`config.mk`:
```
export PLATFORM = sky130hd
export DESIGN_NAME = bs_dispatch_scheduler
export DESIGN_NICKNAME = d
export VERILOG_FILES = /design/src/rtl/bs_sched_pkg.sv /design/src/rtl/bs_rr_arbiter.sv /design/src/rtl/bs_dispatch_scheduler.sv
export SDC_FILE = /design/constraint.sdc
export NUM_CORES = 1
export LEC_CHECK = 0
export CAP_MARGIN = 5
export CORE_MARGIN = 2
export CORE_UTILIZATION = 55
export CTS_CLUSTER_DIAMETER = 60
export DETAILED_ROUTE_END_ITERATION = 7
export GPL_TIMING_DRIVEN = 0
export PLACE_DENSITY = 0.78
export RECOVER_POWER = 50
export SYNTH_ARGS = -nofsm -noshare
export SYNTH_HDL_FRONTEND = slang
export SYNTH_SLANG_ARGS = --single-unit
```
`constraint.sdc`:
```
create_clock -name clock_i -period 6.8 [get_ports clock_i]
set_input_delay 1.36 -clock clock_i [delete_from_list [all_inputs] [get_ports clock_i]]
set_output_delay 1.36 -clock clock_i [all_outputs]
set_load 0.01 [all_outputs]
```
`src/rtl/bs_sched_pkg.sv`:
```
// Shared types for the Black-Scholes dispatch scheduler and its neighbours.
// Holds the default engine count shared by the engine container and the result writer.
// Carries no logic, only enum typedefs and constants.
package bs_sched_pkg;

    // Default engine count. The engine container and the memory writer use it as well.
    localparam int BSMODS_DEF = 4;

    // Round-level sequencing state.
    typedef enum logic [1:0] {
        IDLE = 2'd0,
        RUN  = 2'd1,
        DONE = 2'd2
    } sched_state_e;

    // Per-engine occupancy state.
    typedef enum logic [1:0] {
        FREE   = 2'd0,
        LOADED = 2'd1,
        BUSY   = 2'd2
    } eng_state_e;

endpackage

```
`src/rtl/bs_rr_arbiter.sv`:
```
// Round-robin picker: first requester at or after ptr_i wins. Output is a one-hot grant plus its index.
// Latency: purely combinational, 0 cycles.
// Backpressure: none. The caller gates req_i, and a zero request vector yields no grant.
// Ports: req_i   request vector
//        ptr_i   index of the highest-priority requester
//        gnt_o   one-hot grant
//        gnt_idx_o  index of the granted requester
//        gnt_vld_o  a grant was made
module bs_rr_arbiter #(
    parameter int N  = 4,
    parameter int IW = 2
) (
    input  logic [N-1:0]  req_i,
    input  logic [IW-1:0] ptr_i,
    output logic [N-1:0]  gnt_o,
    output logic [IW-1:0] gnt_idx_o,
    output logic          gnt_vld_o
);

    logic          found;
    logic [IW-1:0] idx;

    always_comb begin
        gnt_o     = '0;
        gnt_idx_o = '0;
        found     = 1'b0;
        idx       = '0;
        // Walk the requesters starting at the pointer and wrapping. The first hit wins.
        for (int i = 0; i < N; i++) begin
            idx = IW'((int'(ptr_i) + i) % N);
            if (!found && req_i[idx]) begin
                found      = 1'b1;
                gnt_o[idx] = 1'b1;
                gnt_idx_o  = idx;
            end
        end
    end

    assign gnt_vld_o = found;

endmodule

```
`src/rtl/bs_dispatch_scheduler.sv`:
```
// Sequences one pricing round: it hands each option packet to a free BS engine by round-robin,
// drives that engine's start handshake, counts completions and runs the round cycle counter (Clocks).
// Latency: packet accept to BS_START is 1 cycle, and the final BS_DONE to the round_done pulse is 1 cycle.
// Backpressure: pkt_ready_o stays low while no engine is eligible or the round quota is dispatched.
// Ports: clock_i/reset_i  clock and synchronous active-high reset
//        round_start_i/round_len_i  begin a round of round_len_i packets
//        pkt_valid_i/pkt_ready_o    packet handshake with the packet assembler
//        REG_READY_i, hasUnusedData_i, BS_READY_i, BS_IDLE_i, BS_DONE_i  engine status
//        regEn_o, BS_START_o      engine load strobe and ap_start
//        DONE_TRANSMITTING_i      host readback finished
//        Clocks_o, round_done_o, busy_o, err_sticky_o  round status
module bs_dispatch_scheduler
    import bs_sched_pkg::*;
#(
    parameter int BSMODS = BSMODS_DEF,
    parameter int CNT_W  = 16,
    parameter int CLK_W  = 32
) (
    input  logic              clock_i,
    input  logic              reset_i,
    input  logic              round_start_i,
    input  logic [CNT_W-1:0]  round_len_i,
    input  logic              pkt_valid_i,
    output logic              pkt_ready_o,
    input  logic [BSMODS-1:0] REG_READY_i,
    input  logic [BSMODS-1:0] hasUnusedData_i,
    input  logic [BSMODS-1:0] BS_READY_i,
    input  logic [BSMODS-1:0] BS_IDLE_i,
    input  logic [BSMODS-1:0] BS_DONE_i,
    input  logic              DONE_TRANSMITTING_i,
    output logic [BSMODS-1:0] regEn_o,
    output logic [BSMODS-1:0] BS_START_o,
    output logic [CLK_W-1:0]  Clocks_o,
    output logic              round_done_o,
    output logic              busy_o,
    output logic              err_sticky_o
);

    localparam int IW = (BSMODS > 1) ? $clog2(BSMODS) : 1;

    sched_state_e      state_q, state_d;
    eng_state_e        eng_q [BSMODS];
    eng_state_e        eng_d [BSMODS];
    logic [BSMODS-1:0] start_q, start_d;
    logic [IW-1:0]     ptr_q, ptr_d;
    logic [CNT_W-1:0]  len_q, len_d;
    logic [CNT_W-1:0]  disp_q, disp_d;
    logic [CNT_W-1:0]  comp_q, comp_d;
    logic [CLK_W-1:0]  clk_q, clk_d;
    logic              rdone_q, rdone_d;
    logic              err_q, err_d;

    logic              dispatch_en;
    logic [BSMODS-1:0] req;
    logic [BSMODS-1:0] gnt;
    logic [IW-1:0]     gnt_idx;
    logic              gnt_vld;
    logic [CNT_W-1:0]  done_cnt;
    logic              spurious;

    // An engine is eligible only when it is FREE in our books and also reports itself loadable and idle.
    assign dispatch_en = (state_q == RUN) && (disp_q < len_q) && pkt_valid_i;

    always_comb begin
        req = '0;
        for (int k = 0; k < BSMODS; k++) begin
            req[k] = dispatch_en && (eng_q[k] == FREE) && REG_READY_i[k] && BS_IDLE_i[k];
        end
    end

    bs_rr_arbiter #(
        .N  (BSMODS),
        .IW (IW)
    ) u_rr_arbiter (
        .req_i     (req),
        .ptr_i     (ptr_q),
        .gnt_o     (gnt),
        .gnt_idx_o (gnt_idx),
        .gnt_vld_o (gnt_vld)
    );

    assign pkt_ready_o = gnt_vld;
    assign regEn_o     = gnt;

    // Per-engine bookkeeping. A BS_DONE counts only from BUSY, or from LOADED in the same cycle
    // the engine takes its inputs. Any other BS_DONE is spurious.
    always_comb begin
        done_cnt = '0;
        spurious = 1'b0;
        start_d  = '0;
        for (int k = 0; k < BSMODS; k++) begin
            eng_d[k] = eng_q[k];
        end
        for (int k = 0; k < BSMODS; k++) begin
            unique case (eng_q[k])
                FREE: begin
                    if (BS_DONE_i[k]) begin
                        spurious = 1'b1;
                    end
                    if (gnt[k]) begin
                        eng_d[k]   = LOADED;
                        start_d[k] = 1'b1;
                    end
                end
                LOADED: begin
                    if (BS_READY_i[k]) begin
                        if (BS_DONE_i[k]) begin
                            eng_d[k] = FREE;
                            done_cnt = done_cnt + CNT_W'(1);
                        end else begin
                            eng_d[k] = BUSY;
                        end
                    end else begin
                        // Keep asserting start for as long as the input register holds the packet.
                        start_d[k] = hasUnusedData_i[k];
                        if (BS_DONE_i[k]) begin
                            spurious = 1'b1;
                        end
                    end
                end
                BUSY: begin
                    if (BS_DONE_i[k]) begin
                        eng_d[k] = FREE;
                        done_cnt = done_cnt + CNT_W'(1);
                    end
                end
                default: eng_d[k] = FREE;
            endcase
        end
    end

    // Round FSM and counters. The exit test uses the next completion count, so round_done
    // rises one cycle after the final BS_DONE.
    always_comb begin
        state_d = state_q;
        len_d   = len_q;
        disp_d  = disp_q;
        comp_d  = comp_q;
        clk_d   = clk_q;
        rdone_d = 1'b0;
        err_d   = err_q;
        ptr_d   = ptr_q;
        if (gnt_vld) begin
            ptr_d = (gnt_idx == IW'(BSMODS - 1)) ? '0 : gnt_idx + IW'(1);
        end
        unique case (state_q)
            IDLE: begin
                if (round_start_i) begin
                    state_d = RUN;
                    len_d   = round_len_i;
                    disp_d  = '0;
                    comp_d  = '0;
                    clk_d   = '0;
                end
            end
            RUN: begin
                if (!(&clk_q)) begin
                    clk_d = clk_q + CLK_W'(1);
                end
                if (gnt_vld) begin
                    disp_d = disp_q + CNT_W'(1);
                end
                // Clamp at len_q so a stray count can never push the counter past the round size.
                if ((len_q - comp_q) <= done_cnt) begin
                    comp_d = len_q;
                end else begin
                    comp_d = comp_q + done_cnt;
                end
                if (spurious) begin
                    err_d = 1'b1;
                end
                if (comp_d == len_q) begin
                    state_d = DONE;
                    rdone_d = 1'b1;
                end
            end
            DONE: begin
                if (DONE_TRANSMITTING_i) begin
                    state_d = IDLE;
                end
            end
            default: state_d = IDLE;
        endcase
    end

    always_ff @(posedge clock_i) begin
        if (reset_i) begin
            state_q <= IDLE;
            for (int k = 0; k < BSMODS; k++) begin
                eng_q[k] <= FREE;
            end
            start_q <= '0;
            ptr_q   <= '0;
            len_q   <= '0;
            disp_q  <= '0;
            comp_q  <= '0;
            clk_q   <= '0;
            rdone_q <= 1'b0;
            err_q   <= 1'b0;
        end else begin
            state_q <= state_d;
            eng_q   <= eng_d;
            start_q <= start_d;
            ptr_q   <= ptr_d;
            len_q   <= len_d;
            disp_q  <= disp_d;
            comp_q  <= comp_d;
            clk_q   <= clk_d;
            rdone_q <= rdone_d;
            err_q   <= err_d;
        end
    end

    assign BS_START_o   = start_q;
    assign Clocks_o     = clk_q;
    assign round_done_o = rdone_q;
    assign busy_o       = (state_q != IDLE);
    assign err_sticky_o = err_q;

endmodule

```
==> impl_metrics.ini <==
[status]
run_status = finished clean

[routing]
total_drc_errors_in_the_routed_layout = 0
postRouteAntennaNets = 0
dr.pass1.iters = 5
detail_route.wl_per_cell_um = 16.6
routed_wl_um = 20800
routed-via-count = 7450
post_drt_via_cell_ratio = 5.97
drt_first_iter_violations = 452

[pwr]
power-per-cell-area_nw_per_um2 = 177
p_int_mw = 1.04
vdd_drop_max_uv = 160
comb_power_share = 0.294
power_frac_clock = 0.316
leakage_nw = 3.44
totalPowerFinal_mw = 1.57
seq_power_share = 0.390
swShare = 0.339
power.switching_mw = 0.532

[sta]
headroom_to_the_max_slew_limit = 0.372
largest_clock_skew_in_the_final_design_ps = 10.6
timing_worst_slew_pin_value_ps = 935
fin_crit_ps = 6520
finalCritPeriodShare = 0.959
finalHoldViolations = 0
rsz0062_at_grt = no
fmax_achieved_mhz = 153
timing.final.setup_violations = 0
final_max_slew_viol_count = 0
setup_ws_ps = 282

[worst_setup_path]
critical_path.most_common_cell = ha_1
worst-endpoint-required_ps = 7000
cp_slowest_stage_delay_ps = 490
critical_path_class = in2reg
critical_path.slowest_cell = or4b_1
critical_path.max_fanout = 9
timing.critical_path.to_type = register
cp_top_delay_family = compound AO/OA/AOI/OAI gates
crit_buf_inv = 3
start_kind = primary input
arrival_ps = 6720

[clock_tree]
clock_root_buffer = clkbuf_16
tritoncts = done
clk_pin_slew_worst_setup_hold_paths_ps = 70
clkSinkCount = 98
ctsHtreeMaxLevel = 3
cts.hold.buffers_added = 0
cts.path.max_buffers = 2
worst_skew_pair.late_latency_ps = 340
tritoncts.num_buffers = 9

[floorplanning]
number_of_rows_in_the_core_area = 42
initial_utilization = 0.564
die_height_um = 121
die-area_um2 = 14600
die_w_um = 121
core_area_um2 = 13300
io-pin-count = 85

[worst_hold_path]
hold_class = reg2reg

[yosys]
synth-seq-area-share = 0.261
post_synth.cell_area_avg_um2 = 7.73
synthDistinctLibCells = 75
synth_ff_type = dfxtp_1
synth-warning-count = 0
yosys_register_bits = 98
synth_edf_count = 0
synth.net_count = 1075
syn-cell-area_um2 = 7500
postSynth.asyncResetShare = 0
post_synth_inst_count = 971

[grt]
grt_first_pass_wirelength_um = 34200
largest_net_degree_at_the_start_of_global_routing = 17
first_global_vias = 6977
grt_antenna_before_repair = 0
grtUsageTotal = 0.289
gr-total-overflow = 0

[placement]
port_buffers = 84
dp_slack_ps = -370
dp_hpwl_um = 16000
final_replace_weighted_congestion = 0.937

[job]
max_cap_violations = 0

[final_layout]
diodes = 0
num-fill-cells = 1163
finish.net_count = 1172
post_route_cells_drive_above_1_share = 0.0476
syn_to_final_growth_pct = 18.4
-- worst reg2reg max path, cell delays in order, from the launching register on --
cell	delay, ps
dfxtp_1	360
inv_1	80
ha_1	300
nand2_1	110
nor2_1	60
ha_1	290
nand3_1	90
o31ai_1	80
a21oi_2	230
inv_1	80
ha_1	290
inv_1	40
a21oi_1	140
nor2_1	60
a21oi_2	220
ha_1	270
nand3_1	70
o21ai_0	120
a22o_1	260
ha_1	290
a211oi_1	350
o21a_1	390
o31a_1	190
o22ai_1	90
or4b_1	490
nor4_1	320
a31oi_1	110
o2bb2ai_1	160
-- synth_stat cells, types with 23 or more instances --
cell | number | area share
ha_1 | 61 | 0.10
dfxtp_1 | 98 | 0.26
xnor2_1 | 24 | 0.028
o21ai_0 | 35 | 0.023
nor2_1 | 96 | 0.048
nand4_1 | 34 | 0.028
inv_1 | 67 | 0.034
a21oi_1 | 68 | 0.045
clkbuf_1 | 26 | 0.013
nor3_1 | 23 | 0.015
xor2_1 | 43 | 0.050
nand2_1 | 96 | 0.048
nand3_1 | 54 | 0.036
-- layout make-up --
type,count,area [um2],area share
Sequential cell,98,1960,0.221
Buffer,37,165,0.0186
Tap cell,176,220,0.0248
Inverter,67,251,0.0283
Clock inverter,4,33.8,0.00380
Clock buffer,11,253,0.0284
Timing Repair Buffer,86,856,0.0963
Multi-Input combinational cell,769,5150,0.579
-- cells in the final DEF, fill, tap and decap left out, types with 4 or more instances in the layout --
master           instances
dfxtp_1                 98
nand2_1                 96
nor2_1                  96
inv_1                   67
a21oi_1                 65
ha_1                    61
nand3_1                 54
xor2_1                  43
dlygate4sd3_1           43
clkdlybuf4s50_1         41
o21ai_0                 34
nand4_1                 34
clkbuf_1                26
xnor2_1                 24
nor3_1                  24
and3_1                  16
or3_1                   16
a21o_1                  14
a31oi_1                 14
nand2b_1                12
and4_1                  11
nor2b_1                 11
a211oi_1                10
a311o_1                 10
clkbuf_16                9
a32oi_1                  8
and2_1                   7
buf_2                    6
a22oi_1                  5
mux2i_1                  5
nand3b_1                 5
buf_4                    5
nor4_1                   5
a21oi_2                  4
mux4_2                   4
o2111ai_1                4
a32o_1                   4
-- state kept, by name, indices dropped and copies added, names as in the netlist --
| name | cells |
|---|---|
| comp_q | 16 |
| ptr_q | 2 |
| Clocks_o | 32 |
| len_q | 16 |
| state_q | 2 |
| disp_q | 16 |
| eng_q | 8 |
| round_done_o | 1 |
| BS_START_o | 4 |
| err_sticky_o | 1 |
-- routing by layer --
metal,GRT usage,up-vias,routed length [um]
met5,0,-,0
met2,0.486,217,9770
li1,-,3715,-
met4,0.0858,0,443
met3,0.0297,30,1000
met1,0.391,3488,9560
-- through the flow --
step	utilization	area, um2	setup TNS [ps]	instances	hold WS [ps]
3_5_place_dp	0.644	8570	-2920	1231	460
6_report	0.669	8890	0	1248	475
2_1_floorplan	-	7500	0	971	465
5_1_grt	0.669	8890	0	1248	511
3_3_place_gp	0.644	8570	-583	1231	453
4_1_cts	0.666	8860	0	1246	475
-- kinds of logic after synthesis --
group | count (synthesis) | synth area share
simple gates | 405 | 0.271
compound gates | 223 | 0.204
buf+inv | 104 | 0.0555
flops | 98 | 0.261
xor+xnor | 68 | 0.0812
fa+ha+maj | 63 | 0.107
mux | 10 | 0.0202
-- what timing repair did --
item	in CTS	in global routing
resized for setup	1	6
endpoints found under the setup margin	1	19
buffers inserted	0	2
-- worst paths after layout --
| kind | from | end | slack, ps | cells after the start |
|---|---|---|---|---|
| worst min-delay path | err_sticky_o | err_sticky_o | 480 | 2 |
| worst max-delay path | BS_READY_i[0] | state_q[0] | 280 | 26 |
| worst max register to register | eng_q[6] | state_q[0] | 1120 | 27 |
| worst min register to register | err_sticky_o | err_sticky_o | 480 | 2 |
-- power by group through the flow --
stage	clock network (mW)	logic [mW]	registers, mW
after floorplan	0	0.317	0.618
after global placement	0	0.450	0.624
after detailed placement	0	0.454	0.625
after CTS	0.501	0.456	0.612
after global routing	0.524	0.506	0.615
final	0.496	0.462	0.612
(Power assumes the default switching activity.)
